**src/rtl/ap_pkg.sv**
```systemverilog
// rtl/ap_pkg.sv - shared FSM encoding and default geometry for the match resolver
package ap_pkg;

  localparam int AP_ROWS     = 16;
  localparam int AP_IDX_BITS = 4;

  typedef enum logic [1:0] {
    ST_IDLE = 2'd0,
    ST_SCAN = 2'd1,
    ST_FIN  = 2'd2
  } ap_state_t;

endpackage

```
**src/rtl/lsb_prio_enc.sv**
```systemverilog
// rtl/lsb_prio_enc.sv - combinational lowest-set-bit priority encoder
module lsb_prio_enc #(
  parameter int ROWS     = 16,
  parameter int IDX_BITS = 4
) (
  input  logic [ROWS-1:0]     vec,
  output logic [IDX_BITS-1:0] idx,
  output logic                any
);

  // Scan from the top down so the last hit written is the lowest set bit.
  always_comb begin
    idx = '0;
    for (int i = ROWS - 1; i >= 0; i--) begin
      if (vec[i]) idx = IDX_BITS'(i);
    end
    any = |vec;
  end

endmodule

```
**src/rtl/match_resolver.sv**
```systemverilog
// rtl/match_resolver.sv - captures CAM match lines and streams set row indices in ascending order
module match_resolver
  import ap_pkg::*;
#(
  parameter int ROWS     = AP_ROWS,
  parameter int IDX_BITS = AP_IDX_BITS
) (
  input  logic                clka,
  input  logic                rst,
  input  logic                start,
  input  logic [ROWS-1:0]     match_vec,
  output logic                busy,
  output logic                idx_valid,
  input  logic                idx_ready,
  output logic [IDX_BITS-1:0] idx,
  output logic                last,
  output logic [IDX_BITS:0]   match_count,
  output logic                done,
  output logic                none
);

  ap_state_t             state_q, state_d;
  logic [ROWS-1:0]       pending_q;
  logic [IDX_BITS:0]     count_q;
  logic [IDX_BITS:0]     pop;
  logic [IDX_BITS-1:0]   enc_idx;
  logic                  enc_any;
  logic                  one_left;

  lsb_prio_enc #(
    .ROWS     (ROWS),
    .IDX_BITS (IDX_BITS)
  ) u_enc (
    .vec (pending_q),
    .idx (enc_idx),
    .any (enc_any)
  );

  // Population count of the live match lines; only consumed on the capture edge.
  always_comb begin
    pop = '0;
    for (int i = 0; i < ROWS; i++) begin
      pop = pop + (IDX_BITS+1)'(match_vec[i]);
    end
  end

  assign one_left = enc_any && ((pending_q & (pending_q - ROWS'(1))) == '0);

  always_ff @(posedge clka) begin
    if (rst) state_q <= ST_IDLE;
    else     state_q <= state_d;
  end

  always_comb begin
    state_d = state_q;
    case (state_q)
      ST_IDLE: if (start) state_d = (pop != '0) ? ST_SCAN : ST_FIN;
      ST_SCAN: if (idx_ready && one_left) state_d = ST_FIN;
      ST_FIN:  state_d = ST_IDLE;
      default: state_d = ST_IDLE;
    endcase
  end

  always_ff @(posedge clka) begin
    if (rst) begin
      pending_q <= '0;
      count_q   <= '0;
    end else if (state_q == ST_IDLE && start) begin
      pending_q <= match_vec;
      count_q   <= pop;
    end else if (state_q == ST_SCAN && idx_ready) begin
      pending_q <= pending_q & ~(ROWS'(1) << enc_idx);
    end
  end

  always_comb begin
    busy        = (state_q != ST_IDLE);
    idx_valid   = (state_q == ST_SCAN) && enc_any;
    idx         = (state_q == ST_SCAN) ? enc_idx : '0;
    last        = (state_q == ST_SCAN) && one_left;
    match_count = count_q;
    done        = (state_q == ST_FIN);
    none        = (state_q == ST_FIN) && (count_q == '0);
  end

endmodule

```
**config.mk**
```make
export PLATFORM = sky130hd
export DESIGN_NAME = match_resolver
export DESIGN_NICKNAME = d
export VERILOG_FILES = /design/src/rtl/ap_pkg.sv /design/src/rtl/lsb_prio_enc.sv /design/src/rtl/match_resolver.sv
export SDC_FILE = /design/constraint.sdc
export NUM_CORES = 1
export LEC_CHECK = 0
export CAP_MARGIN = 20
export CORE_UTILIZATION = 30
export CTS_BUF_LIST = sky130_fd_sc_hd__clkbuf_2 sky130_fd_sc_hd__clkbuf_4 sky130_fd_sc_hd__clkbuf_8
export DETAILED_ROUTE_END_ITERATION = 10
export PLACE_DENSITY = 0.57
export SLEW_MARGIN = 20
export SYNTH_ARGS = -nofsm -noshare
export SYNTH_HDL_FRONTEND = slang
export SYNTH_SLANG_ARGS = --single-unit
```
**constraint.sdc**
```tcl
create_clock -name clka -period 4.8 [get_ports clka]
set_input_delay 1.44 -clock clka [delete_from_list [all_inputs] [get_ports clka]]
set_output_delay 1.44 -clock clka [all_outputs]
set_load 0.01 [all_outputs]
```
==> results of run 1 <==
## stage by stage
| stage | instances | hold WS, ns | TNS (ns) | utilization |
|---|---|---|---|---|
| 4_1_cts | 355 | 0.480 | -0.0552 | 0.450 |
| 2_1_floorplan | 212 | 0.488 | -0.0230 | - |
| 6_report | 355 | 0.480 | 0 | 0.454 |
| 3_5_place_dp | 321 | 0.468 | -2.85 | 0.403 |
| 5_1_grt | 355 | 0.495 | -0.192 | 0.454 |
| 3_3_place_gp | 321 | 0.467 | -2.68 | 0.403 |
## what timing repair did
item                       4_1_cts  5_1_grt
setup buffers                   30        2
gates resized for setup         52        5
setup endpoints to repair        5        3
pin swaps                       11       11
## synthesized netlist by cell type (4+ instances only)
cell type	n
inv_1	32
nand3_1	7
mux2i_1	5
ha_1	5
clkbuf_1	4
nor3_1	8
nand2_1	14
a21oi_1	14
fa_1	10
a32o_1	6
nor2_1	25
a211oi_1	8
o31ai_1	4
dfxtp_1	23
## worst min-delay path, cell delays in order, from the launching register on
cell	delay, ns
dfxtp_1	0.33
nand2_1	0.06
a21oi_1	0.05
## cell type report
| class | instances | area [sq um] | area share |
|---|---|---|---|
| sequential | 23 | 460 | 0.181 |
| clock buffer | 4 | 48.8 | 0.0191 |
| inverter | 32 | 123 | 0.0481 |
| timing repair buffer | 75 | 642 | 0.252 |
| multi-input combinational | 149 | 1180 | 0.465 |
| tap | 72 | 90.1 | 0.0353 |
## kinds of logic (layout without fill, tap and decap cells)
logic type | after synthesis | count (layout) | share of synthesized area
adder cells (fa/ha/maj) | 16 | 16 | 0.153
AND/OR/NAND/NOR | 77 | 77 | 0.245
flip-flops | 23 | 23 | 0.259
XOR/XNOR | 2 | 2 | 0.00984
AO/OA/AOI/OAI | 49 | 49 | 0.215
multiplexers | 5 | 5 | 0.0281
buffers and inverters | 40 | 111 | 0.0899
## path summary, 6_finish.rpt
kind                   from              to
min          match_count[2]  match_count[2]
min reg2reg  match_count[2]  match_count[2]
max            match_vec[5]      state_q[0]
max reg2reg    pending_q[2]      state_q[0]
## routing by layer
layer  vias to the layer above  part of all wire  wire length, microns
met5                         -                 0                     0
met4                         0             0.028                   138
met3                        13             0.036                   175
met2                        38              0.47                  2310
met1                       800              0.46                  2250
li1                        885                 -                     -
## power by group
group	switching [mW]	internal, mW
Clock	0.0688	0.0652
Sequential	0.0639	0.234
Combinational	0.397	0.433
## sequential cells by signal (all words and copies together) (netlist names)
name,flops
state_q,2
match_count,5
pending_q,16
==> impl_metrics.env, run 1 <==
export IMPL_crit_fanout=2
export IMPL_crit_path_start_kind="input port"
export IMPL_drt_iter0_markers=39
export IMPL_hold_class="register to register"
export IMPL_grt_util_all_layers=0.170
export IMPL_path_common_cell="fa_1"
export IMPL_diodes=0
export IMPL_mostFrequentLayoutCells="42 x buf_4, 25 x nor2_1, 24 x clkdlybuf4s50_1"
export IMPL_die_x_microns=79.0
export IMPL_cts_root_buffer="clkbuf_8"
export IMPL_cts_buffer_depth=2
export IMPL_max_slew_margin_rel=0.453
export IMPL_seq_area_frac_synth=0.259
export IMPL_ys_top_cells_by_area="dfxtp_1 26%, fa_1 11%, inv_1 6.7%"
export IMPL_routed_wl_microns=4870
export IMPL_period_share=1.00
export IMPL_drive_above_1_share=0.290
export IMPL_hpwl_microns=3610
export IMPL_yosysWarningCount=0
export IMPL_crit_path_end_kind="register"
export IMPL_clk_latency_ns=0.27
export IMPL_clock_skew_ns=0.00302
export IMPL_grtUsageMet2=0.278
export IMPL_grt_util_met3=0.0195
export IMPL_clkSinkCount=23
export IMPL_hold_buffers=0
export IMPL_io_buffer_count=33
export IMPL_first_pass_iters=4
export IMPL_grt_pass1_vias=1727
export IMPL_ff2ff_setup_slack_ns=2.76
export IMPL_final_common_cell="buf_4"
export IMPL_vdd_ir_drop_worst_v=0.000300
export IMPL_finalPower_mw=1.26
export IMPL_drv_slew=0
export IMPL_p_per_area_nw_per_um2=495
export IMPL_drc=0
export IMPL_gr_total_overflow=0
export IMPL_vias=1736
export IMPL_area_growth_pct=43.1
export IMPL_outcome="finished clean"
export IMPL_path_clk_slew_ns=0.09
export IMPL_ant_nets=0
export IMPL_grt_max_degree=19
export IMPL_wl_per_cell_microns=13.7
export IMPL_place_worst_setup_slack_ns=-0.724
export IMPL_numCtsBuffers=3
export IMPL_core_area_sq_um=5610
export IMPL_synthCells=212
export IMPL_slowest_stage="fa_1"
export IMPL_finalCriticalPeriod_ns=4.80
export IMPL_floorplan_initialDensity=0.317
export IMPL_synth_avg_cell_area_sq_um=8.40
export IMPL_fill_cells=556
export IMPL_final_hold_viol_count=0
export IMPL_path_depth=14
export IMPL_syn_num_nets=247
export IMPL_ys_async_sr_fraction=0
export IMPL_hold_depth=2
export IMPL_synth_edf_count=0
export IMPL_cap_viol_max_count=0
export IMPL_via_per_inst=4.89
export IMPL_io_pins=34
export IMPL_worst_slew_pin_slew_ns=0.821
export IMPL_critPathRequiredTime_ns=4.97
export IMPL_fp_dieArea_sq_um=6250
export IMPL_synth_top_area_frac=0.259
export IMPL_final_cell_area_sq_um=2550
export IMPL_critical_path_buf_inv_count=4
export IMPL_worstSetupPathType="input port to register"
export IMPL_grt_pass1_wl_microns=8220
export IMPL_leakage_nw=1.07
export IMPL_cpLargestDelayFamily="adder cells"
export IMPL_ys_ff_latch=23
export IMPL_htreeDepth=1
export IMPL_rsz0062_at_grt="true"
export IMPL_fmax_mhz=208
export IMPL_cp_arrival_ns=4.97
export IMPL_antenna_found_initial=0
export IMPL_busiest_layer="met2"
export IMPL_synth_area_leader_cell="dfxtp_1"
export IMPL_ff2ff_path_depth=6
export IMPL_syn_area_sq_um=1780
export IMPL_placed_area_sq_um=2260
export IMPL_worst_slack_ns=0.00236
export IMPL_core_rowCount=27
export IMPL_met1_usage=0.223
export IMPL_crit_chain="buf_8, inv_4, fa_1, fa_1, fa_1, fa_1, inv_1, ha_2, inv_2, fa_2, xnor2_2, nor3b_2, nand3b_1, a221o_1"
export IMPL_synthFlopType="dfxtp_1"
export IMPL_max_stage_delay_ns=0.57
export IMPL_gp_congestion=0.839
export IMPL_yosysUniqueCellTypes=48
export IMPL_die_height_microns=79.0
export IMPL_layout_nets=319
export IMPL_finalSetupViolations=0
export IMPL_cts_tree="yes"
(Power assumes the default switching activity.)
==> run 2: changes to the inputs <==
--- a/config.mk
+++ b/config.mk
@@ -9,8 +9,10 @@
 export CORE_UTILIZATION = 30
 export CTS_BUF_LIST = sky130_fd_sc_hd__clkbuf_2 sky130_fd_sc_hd__clkbuf_4 sky130_fd_sc_hd__clkbuf_8
 export DETAILED_ROUTE_END_ITERATION = 10
-export PLACE_DENSITY = 0.57
+export DONT_BUFFER_PORTS = 1
+export PLACE_DENSITY = 0.56
 export SLEW_MARGIN = 20
 export SYNTH_ARGS = -nofsm -noshare
 export SYNTH_HDL_FRONTEND = slang
+export SYNTH_HIERARCHICAL = 1
 export SYNTH_SLANG_ARGS = --single-unit
==> run 2 against run 1 <==
Effect of this change:
- clock power shrank 9.7%
- final area fell by 24%
- non-clock buffer count shrank 70
- sequential power is essentially flat
- die area increased by 0.61%
- synthesized area up 0.63%
- largest power group unchanged
- critical endpoint unchanged
- synthesized cell count increased by 9.9%
- worst hold slack improved by 0.035 ns
- wire length decreased by 8.4%
- critical path depth shrank 2
==> impl_metrics.env, run 2 <==
export IMPL_outcome="finished clean"
export IMPL_hold_buffers=0
export IMPL_synth_area_leader_cell="dfxtp_1"
export IMPL_ys_top_cells_by_count="33 x inv_1, 32 x nand2_1, 26 x a21oi_1, 23 x dfxtp_1, 15 x nor2_1"
export IMPL_min_to="match_count[2]"
export IMPL_syn_area_sq_um=1790
export IMPL_path_clk_slew_ns=0.08
export IMPL_slowest_stage="fa_1"
export IMPL_ff2ff_path_depth=7
export IMPL_htreeDepth=1
export IMPL_mostFrequentLayoutCells="32 x nand2_1, 31 x inv_1, 25 x a21oi_1"
export IMPL_period_share=0.971
export IMPL_ys_async_sr_fraction=0
export IMPL_worstReg2RegStart="pending_q[14]"
export IMPL_cp_arrival_ns=4.82
export IMPL_final_hold_viol_count=0
export IMPL_p_per_area_nw_per_um2=535
export IMPL_gr_total_overflow=0
export IMPL_wl_per_cell_microns=14.6
export IMPL_clkSinkCount=23
export IMPL_critPathRequiredTime_ns=4.96
export IMPL_hold_class="register to register"
export IMPL_fmax_mhz=214
export IMPL_cts_buffer_depth=2
export IMPL_clock_skew_ns=0.00407
export IMPL_ys_ff_latch=23
export IMPL_worstSetupPathType="input port to register"
export IMPL_finalSetupViolations=0
export IMPL_die_height_microns=79.3
export IMPL_first_pass_iters=4
export IMPL_drive_above_1_share=0.0940
export IMPL_crit_path_end_kind="register"
export IMPL_vdd_ir_drop_worst_v=0.000146
export IMPL_finalPower_mw=1.04
export IMPL_largest_reg_flops=16
export IMPL_seq_area_frac_synth=0.257
export IMPL_hold_start="match_count[2]"
export IMPL_vias=1614
export IMPL_yosysUniqueCellTypes=43
export IMPL_finalCriticalPeriod_ns=4.66
export IMPL_final_common_cell="nand2_1"
export IMPL_top_register="pending_q"
export IMPL_clk_latency_ns=0.26
export IMPL_synthMostInstantiatedCell="inv_1"
export IMPL_synthCells=233
export IMPL_final_setup_tns_ns=0
export IMPL_diodes=0
export IMPL_core_rowCount=27
export IMPL_drv_slew=0
export IMPL_drt_iter0_markers=115
export IMPL_hold_depth=2
export IMPL_syn_num_nets=268
export IMPL_worst_slew_pin_slew_ns=0.810
export IMPL_ff2ff_setup_slack_ns=2.65
export IMPL_postCtsResizedCells=0
export IMPL_postCtsSetupBuffers=0
export IMPL_synth_edf_count=0
export IMPL_io_buffer_count=0
export IMPL_crit_chain="inv_2, fa_1, fa_1, fa_1, fa_1, inv_1, ha_2, inv_2, fa_2, nand2b_1, o311a_1, a211o_1"
export IMPL_antenna_found_initial=0
export IMPL_floorplan_initialDensity=0.318
export IMPL_synth_avg_cell_area_sq_um=7.69
export IMPL_grt_util_all_layers=0.152
export IMPL_grt_pass1_vias=1547
export IMPL_max_stage_delay_ns=0.54
export IMPL_grt_pass1_wl_microns=7450
export IMPL_grt_max_degree=26
export IMPL_max_slew_margin_rel=0.460
export IMPL_ys_top_cells_by_area="dfxtp_1 26%, fa_1 11%, a21oi_1 7.3%"
export IMPL_hpwl_microns=3590
export IMPL_leakage_nw=0.788
export IMPL_r2r_end="pending_q[10]"
export IMPL_crit_path_start_kind="input port"
export IMPL_gp_congestion=0.839
export IMPL_routed_wl_microns=4460
export IMPL_numCtsBuffers=3
export IMPL_core_area_sq_um=5640
export IMPL_path_depth=12
export IMPL_rsz0062_at_grt="false"
export IMPL_synth_top_area_frac=0.257
export IMPL_path_common_cell="fa_1"
export IMPL_ant_nets=0
export IMPL_synthFlopType="dfxtp_1"
export IMPL_cts_tree="yes"
export IMPL_layout_nets=270
export IMPL_cts_root_buffer="clkbuf_8"
export IMPL_fp_dieArea_sq_um=6290
export IMPL_yosysWarningCount=6
export IMPL_die_x_microns=79.3
export IMPL_io_pins=34
export IMPL_via_per_inst=5.27
export IMPL_crit_path_start="match_vec[11]"
export IMPL_area_growth_pct=8.80
export IMPL_crit_fanout=2
export IMPL_cap_viol_max_count=0
export IMPL_critical_path_buf_inv_count=3
export IMPL_cpLargestDelayFamily="adder cells"
export IMPL_drc=0
## run 2: final cells by class
type / instances / area (sq um)
fillers: 592 / 3690
multi-input cells: 169 / 1190
flip-flops and latches: 23 / 460
inverters: 33 / 124
well taps: 72 / 90.1
clock buffers: 3 / 41.3
repair buffers: 5 / 37.5
clock inverters: 1 / 7.51
## run 2: worst max-delay path by stage
| stage | endpoint | slack, ns |
|---|---|---|
| global route | state_q[0] | 0.003 |
| detailed placement | state_q[0] | -0.18 |
| finish | state_q[0] | 0.14 |
| CTS | state_q[0] | 0.11 |
| floorplan | state_q[0] | -0.04 |
| global placement | state_q[0] | -0.15 |
## run 2: worst register-to-register path, cell delays in order (launching register included)
cell and delay [ns]:
dfxtp_1 0.48, nor2_1 0.10, o31ai_1 0.25, nand2_1 0.11
a31oi_1 0.34, nand4_1 0.31, o311ai_1 0.34, a21oi_1 0.10
## run 2: stage by stage
step | cells | hold WS, ns | setup WS, ns | utilization | area, sq um
finish | 306 | 0.515 | 0.137 | 0.346 | 1950
global route | 306 | 0.530 | 0.00335 | 0.346 | 1950
CTS | 306 | 0.520 | 0.111 | 0.344 | 1940
detailed placement | 302 | 0.508 | -0.176 | 0.335 | 1890
global placement | 302 | 0.500 | -0.149 | 0.335 | 1890
floorplan | 233 | 0.488 | -0.0426 | - | 1790
## run 2: logic make-up after synthesis
family / count (synthesis) / share of synthesized area
AOI/OAI and AO/OA: 67 / 0.256
xor gates and xnor gates: 2 / 0.00978
adders and majority gates: 17 / 0.158
buffers and inverters: 41 / 0.0859
DFF: 23 / 0.257
and+or+nand+nor: 83 / 0.233
## run 2: per-layer routing
layer,global-route usage,up-vias,share of wire
met2,0.228,34,0.45
met3,0.0310,2,0.054
li1,-,811,-
met1,0.217,767,0.49
met5,0,-,0
met4,0.0436,0,0.0049
## run 2: power breakdown
| part | leakage (nW) | internal [mW] | switching (mW) | total (mW) |
|---|---|---|---|---|
| clock network | 0.0217 | 0.0587 | 0.0625 | 0.121 |
| registers | 0.189 | 0.232 | 0.0632 | 0.295 |
| logic | 0.578 | 0.270 | 0.356 | 0.626 |
